<file path="config.mk">
export PLATFORM = sky130hd
export DESIGN_NAME = mod_mem_store_unit
export DESIGN_NICKNAME = d
export VERILOG_FILES = /design/src/rtl/mod_mem_store_unit_pkg.sv /design/src/rtl/mod_mem_store_lane_gen.sv /design/src/rtl/mod_mem_store_unit.sv
export SDC_FILE = /design/constraint.sdc
export NUM_CORES = 1
export LEC_CHECK = 0
export ABC_CLOCK_PERIOD_IN_PS = 4900
export CORE_ASPECT_RATIO = 1.75
export CORE_MARGIN = 2
export CORE_UTILIZATION = 39
export CTS_BUF_LIST = sky130_fd_sc_hd__clkbuf_8
export DETAILED_ROUTE_END_ITERATION = 7
export GPL_TIMING_DRIVEN = 0
export PLACE_DENSITY = 0.67
export SYNTH_ARGS = -nofsm -noshare
export SYNTH_HDL_FRONTEND = slang
export SYNTH_SLANG_ARGS = --single-unit
</file>
<file path="constraint.sdc">
create_clock -name clk_i -period 4.9 [get_ports clk_i]
set_input_delay 1.47 -clock clk_i [delete_from_list [all_inputs] [get_ports clk_i]]
set_output_delay 1.47 -clock clk_i [all_outputs]
set_load 0.05 [all_outputs]
</file>
<file path="src/rtl/mod_mem_store_unit_pkg.sv">
// rtl/mod_mem_store_unit_pkg.sv - shared widths, store funct3 codes and store FSM states
package mod_mem_store_unit_pkg;

    localparam int XLEN          = 32;
    localparam int FUNCT3_WIDTH  = 3;
    localparam int BYTE_EN_WIDTH = 4;

    localparam logic [FUNCT3_WIDTH-1:0] FUNCT3_SB = 3'b000;
    localparam logic [FUNCT3_WIDTH-1:0] FUNCT3_SH = 3'b001;
    localparam logic [FUNCT3_WIDTH-1:0] FUNCT3_SW = 3'b010;

    typedef enum logic [2:0] {
        IDLE     = 3'd0,
        BEAT0    = 3'd1,
        BEAT1    = 3'd2,
        RESP     = 3'd3,
        RESP_ERR = 3'd4
    } store_state_e;

endpackage

</file>
<file path="src/rtl/mod_mem_store_lane_gen.sv">
// rtl/mod_mem_store_lane_gen.sv - byte-lane placement of a store across a two-word window
module mod_mem_store_lane_gen
    import mod_mem_store_unit_pkg::*;
(
    input  logic [FUNCT3_WIDTH-1:0]    funct3_i,
    input  logic [1:0]                 off_i,
    input  logic [XLEN-1:0]            data_i,
    output logic [2*BYTE_EN_WIDTH-1:0] be64_o,
    output logic [2*XLEN-1:0]          data64_o,
    output logic                       needs_split_o,
    output logic                       illegal_o
);

    logic [BYTE_EN_WIDTH-1:0] base_be;
    logic [XLEN-1:0]          masked;

    always_comb begin
        base_be   = '0;
        masked    = '0;
        illegal_o = 1'b0;
        case (funct3_i)
            FUNCT3_SB: begin base_be = 4'b0001; masked = {24'b0, data_i[7:0]};  end
            FUNCT3_SH: begin base_be = 4'b0011; masked = {16'b0, data_i[15:0]}; end
            FUNCT3_SW: begin base_be = 4'b1111; masked = data_i;                end
            default:   illegal_o = 1'b1;
        endcase
    end

    // The upper half of the window is the word following the aligned address.
    assign be64_o        = {4'b0, base_be} << off_i;
    assign data64_o      = {32'b0, masked} << {off_i, 3'b000};
    assign needs_split_o = |be64_o[7:4];

endmodule

</file>
<file path="src/rtl/mod_mem_store_unit.sv">
// rtl/mod_mem_store_unit.sv - store unit issuing one or two aligned write beats per request
module mod_mem_store_unit
    import mod_mem_store_unit_pkg::*;
#(
    parameter bit SPLIT_MISALIGNED = 1'b1
) (
    input  logic                     clk_i,
    input  logic                     rst_i,
    input  logic                     req_valid_i,
    output logic                     req_ready_o,
    input  logic [FUNCT3_WIDTH-1:0]  funct3_i,
    input  logic [XLEN-1:0]          address_unaligned_i,
    input  logic [XLEN-1:0]          store_data_i,
    output logic                     mem_write_o,
    output logic [XLEN-1:0]          mem_address_o,
    output logic [XLEN-1:0]          mem_writedata_o,
    output logic [BYTE_EN_WIDTH-1:0] mem_byteenable_o,
    input  logic                     mem_waitrequest_i,
    output logic                     done_o,
    output logic                     error_o
);

    store_state_e               state_q, state_d;
    logic [XLEN-1:0]            addr_q, addr_d;
    logic [2*BYTE_EN_WIDTH-1:0] be_q, be_d;
    logic [2*XLEN-1:0]          data_q, data_d;

    logic [2*BYTE_EN_WIDTH-1:0] lane_be;
    logic [2*XLEN-1:0]          lane_data;
    logic                       lane_split;
    logic                       lane_illegal;

    mod_mem_store_lane_gen u_lane_gen (
        .funct3_i      (funct3_i),
        .off_i         (address_unaligned_i[1:0]),
        .data_i        (store_data_i),
        .be64_o        (lane_be),
        .data64_o      (lane_data),
        .needs_split_o (lane_split),
        .illegal_o     (lane_illegal)
    );

    always_ff @(posedge clk_i or posedge rst_i) begin
        if (rst_i) begin
            state_q <= IDLE;
            addr_q  <= '0;
            be_q    <= '0;
            data_q  <= '0;
        end else begin
            state_q <= state_d;
            addr_q  <= addr_d;
            be_q    <= be_d;
            data_q  <= data_d;
        end
    end

    // Bus outputs decode straight from state so an async reset drops the strobe at once.
    always_comb begin
        state_d          = state_q;
        addr_d           = addr_q;
        be_d             = be_q;
        data_d           = data_q;
        req_ready_o      = 1'b0;
        mem_write_o      = 1'b0;
        mem_address_o    = '0;
        mem_writedata_o  = '0;
        mem_byteenable_o = '0;
        done_o           = 1'b0;
        error_o          = 1'b0;
        unique case (state_q)
            IDLE: begin
                req_ready_o = !rst_i;
                if (req_valid_i && !rst_i) begin
                    addr_d = {address_unaligned_i[XLEN-1:2], 2'b00};
                    be_d   = lane_be;
                    data_d = lane_data;
                    if (lane_illegal || (lane_split && !SPLIT_MISALIGNED))
                        state_d = RESP_ERR;
                    else
                        state_d = BEAT0;
                end
            end
            BEAT0: begin
                mem_write_o      = 1'b1;
                mem_address_o    = addr_q;
                mem_byteenable_o = be_q[3:0];
                mem_writedata_o  = data_q[31:0];
                if (!mem_waitrequest_i)
                    state_d = (|be_q[7:4]) ? BEAT1 : RESP;
            end
            BEAT1: begin
                mem_write_o      = 1'b1;
                mem_address_o    = addr_q + 32'd4;
                mem_byteenable_o = be_q[7:4];
                mem_writedata_o  = data_q[63:32];
                if (!mem_waitrequest_i)
                    state_d = RESP;
            end
            RESP: begin
                done_o  = 1'b1;
                state_d = IDLE;
            end
            RESP_ERR: begin
                done_o  = 1'b1;
                error_o = 1'b1;
                state_d = IDLE;
            end
            default: state_d = IDLE;
        endcase
    end

endmodule

</file>
==> out/summary.txt <==
Mapped cell area - 5409 um2
DP Wirelength - 14.94 mm
Area leader, netlist - dfrtp_1
GR Util All Layers - 26.84%
Skew-Pair Late Insertion Delay - 0.38 ns
Post-synth cell types - 49
Post-route DRC violation count - 0
Most common cell in the netlist - dfrtp_1
Max clock buf depth - 2
Synth cell count leaders - 96 x dfrtp_1, 63 x a22o_1, 55 x nand2_1
Met2 WL - 10.47 mm
Boundary Pins - 143
Core Footprint - 13690 um2
Worst-Margin Slew - 0.9213 ns
Final Hold Fails - 0
Fillers - 1294
Number of synthesized flops with an enable pin - 0
Area share of the largest cell type after synthesis - 44.41%
Worst R2R Setup Slack - 2.22 ns
Critical path class - reg -> out
Layout cells sized above 1 - 9.777%
Clk slew on worst S/H paths - 0.10 ns
GP Congestion - 0.9957
Total number of H-tree levels - 3
Fin crit share - 96.81%
Starting DRT DRC Count - 411
Final Power - 3.926 mW
Gate Count Post-Synth - 561
Final ANT Viol Nets - 0
Startpoint Class - flip-flop
Worst Path Max Fanout - 7
Synth warnings - 0
Worst hold start - be_q[0]
Met1 Routed Length - 6.967 mm
Die Area - 14860 um2
Total CTS buffers - 9
Fin. max-slew vios - 0
Relative slew slack - 38.31%
Area Overhead vs Synth - 34.24%
CTS tree - done
Nature of the critical path endpoint - output port
Post-CTS setup buffer count - 0
Metal3 WL - 1.215 mm
DP Worst Slack - 0.2349 ns
IO Port Bufs - 138
Vias in the first global route - 5443
Initial core utilization - 39.50%
Run status - complete, no violations
Cell row count - 57
Final Non-Filler Cells - 893
FMAX - 210.8 MHz
Die Y-Extent - 159.8 um
Worst hold path depth - 1
GRT overflow - 0
Register area share after synthesis - 44.41%
Die Span X - 93.03 um
Synth area leaders - dfrtp_1 44%, a22o_1 10%, mux2_2 6.2%
Maxcap violations - 0
Avg Vias per Cell - 6.032
Worst EP arrival - 3.27 ns
1st-pass router iterations - 5
Placed insts - 878
Sink Count - 96
Clock Skew - 0.01055 ns
Unrepaired setup endpoints after global routing - false
Initial antenna violation count - 0
Top Layer Used - met4
Hold Crit Class - reg -> reg
Antenna Cells - 0
Worst VDD drop - 0.0002054 V
CP required - 3.43 ns
Reg2reg start - state_q[2]
Flop and latch count out of synthesis - 96
Final setup viols - 0
CP startpoint - addr_q[17]
PwrDens - 540.7 nW/um2
Wire length per cell - 22.11 um
Drt total wl - 19.75 mm
First-pass GRT wire length - 30.62 mm
Leak pwr - 2.986 nW
Largest net degree at the start of global routing - 59
Final nets - 784
R2R cell count - 6
FFs w/ async S/R, synth - 100.0%
Sum of negative setup slack - 0 ns
Min-Delay Endpoint - be_q[0]
Via count - 5387
CTS root buf - clkbuf_8
PnR worst setup slack - 0.1561 ns
Main synth FF type - dfrtp_1
Worst reg2reg endpoint - data_q[18]
Fin crit period - 4.744 ns
Syn avg cell area - 9.642 um2
Min Hold Slack - 0.5018 ns
## worst max-delay path, stage by stage, from the launching register on
cell and delay (ns):
dfrtp_1 0.50, nand4_1 0.19, nor4_1 0.77, nand2_1 0.18, o311ai_0 0.39, o31ai_1 0.15
clkdlybuf4s50_1 0.72
## registers in the layout (all words and copies together) (netlist names)
signal and count:
data_q 56, addr_q 30, be_q 7, state_q 3
## layer usage
metal,vias up,global-route usage [%]
li1,2434,-
met1,2645,29.92
met2,257,48.65
met3,51,3.821
met4,0,13.64
met5,-,0
## layout by cell type, fill, tap and decap left out, drive strengths merged, types with 4 or more instances in the layout
cell type,netlist,routed
xnor2,6,6
dfrtp,96,96
o21ai,46,46
clkbuf,36,47
a21oi,4,4
a22o,63,63
o211ai,6,6
nand4,12,12
or4,4,4
nor2,36,36
mux2i,8,8
nor3,11,11
o31ai,13,13
inv,4,7
buf,13,13
nor4,6,6
and3,14,14
clkdlybuf4s50,0,135
nor3b,4,4
a22oi,16,16
a221o,9,9
nand2,55,55
a31oi,21,21
mux2,30,30
nand3,21,21
## kinds of logic (layout without fill, tap and decap cells)
logic type / Yosys count / after routing / synth area share [%]
AO/OA/AOI/OAI: 187 / 187 / 25.12
AND/OR/NAND/NOR: 178 / 178 / 17.16
flip-flops: 96 / 96 / 44.41
buffers and inverters: 53 / 207 / 4.117
multiplexers: 38 / 38 / 7.726
XOR/XNOR: 6 / 6 / 0.9715
adder cells (fa/ha/maj): 2 / 2 / 0.4163
other: 1 / 2 / 0.06933
## what timing repair did
action                                  4_1_cts  5_1_grt
gates resized for setup                       1       10
hold buffers                                  0        0
hold endpoints to repair                      0        0
endpoints found under the setup margin       10       14
## metrics by stage
stage / instance area, um2 / utilization (%)
floorplan: 5413 / -
global placement: 7015 / 51.23
detailed placement: 7046 / 51.45
CTS: 7248 / 52.93
global route: 7261 / 53.02
finish: 7261 / 53.02
## how the worst max path moves through the flow
stage	cells past startpoint	to	slack, ns
2_1_floorplan	5	mem_address_o[26]	0.79
3_3_place_gp	2	data_q[51]	-0.63
3_5_place_dp	3	req_ready_o	0.23
4_1_cts	6	mem_byteenable_o[2]	0.005
5_1_grt	8	mem_address_o[9]	0.06
6_report	6	mem_address_o[26]	0.16
## report_power, final
group	internal, mW	total [mW]	switching (mW)
sequential	1.02	1.28	0.263
combinational	0.747	2.09	1.35
clock	0.253	0.551	0.298
## final cells by class
cell class                 count  area (um2)  area share [%]
buffer                        49       214.0           2.947
multi-input combinational    413        2788           38.39
clock inverter                 5       63.81          0.8789
tap                          177       221.5           3.050
timing repair buffer         139        1416           19.51
clock buffer                  10       137.6           1.896
inverter                       4       17.52          0.2413
sequential                    96        2402           33.09
Power figures use the tool's default switching activity.
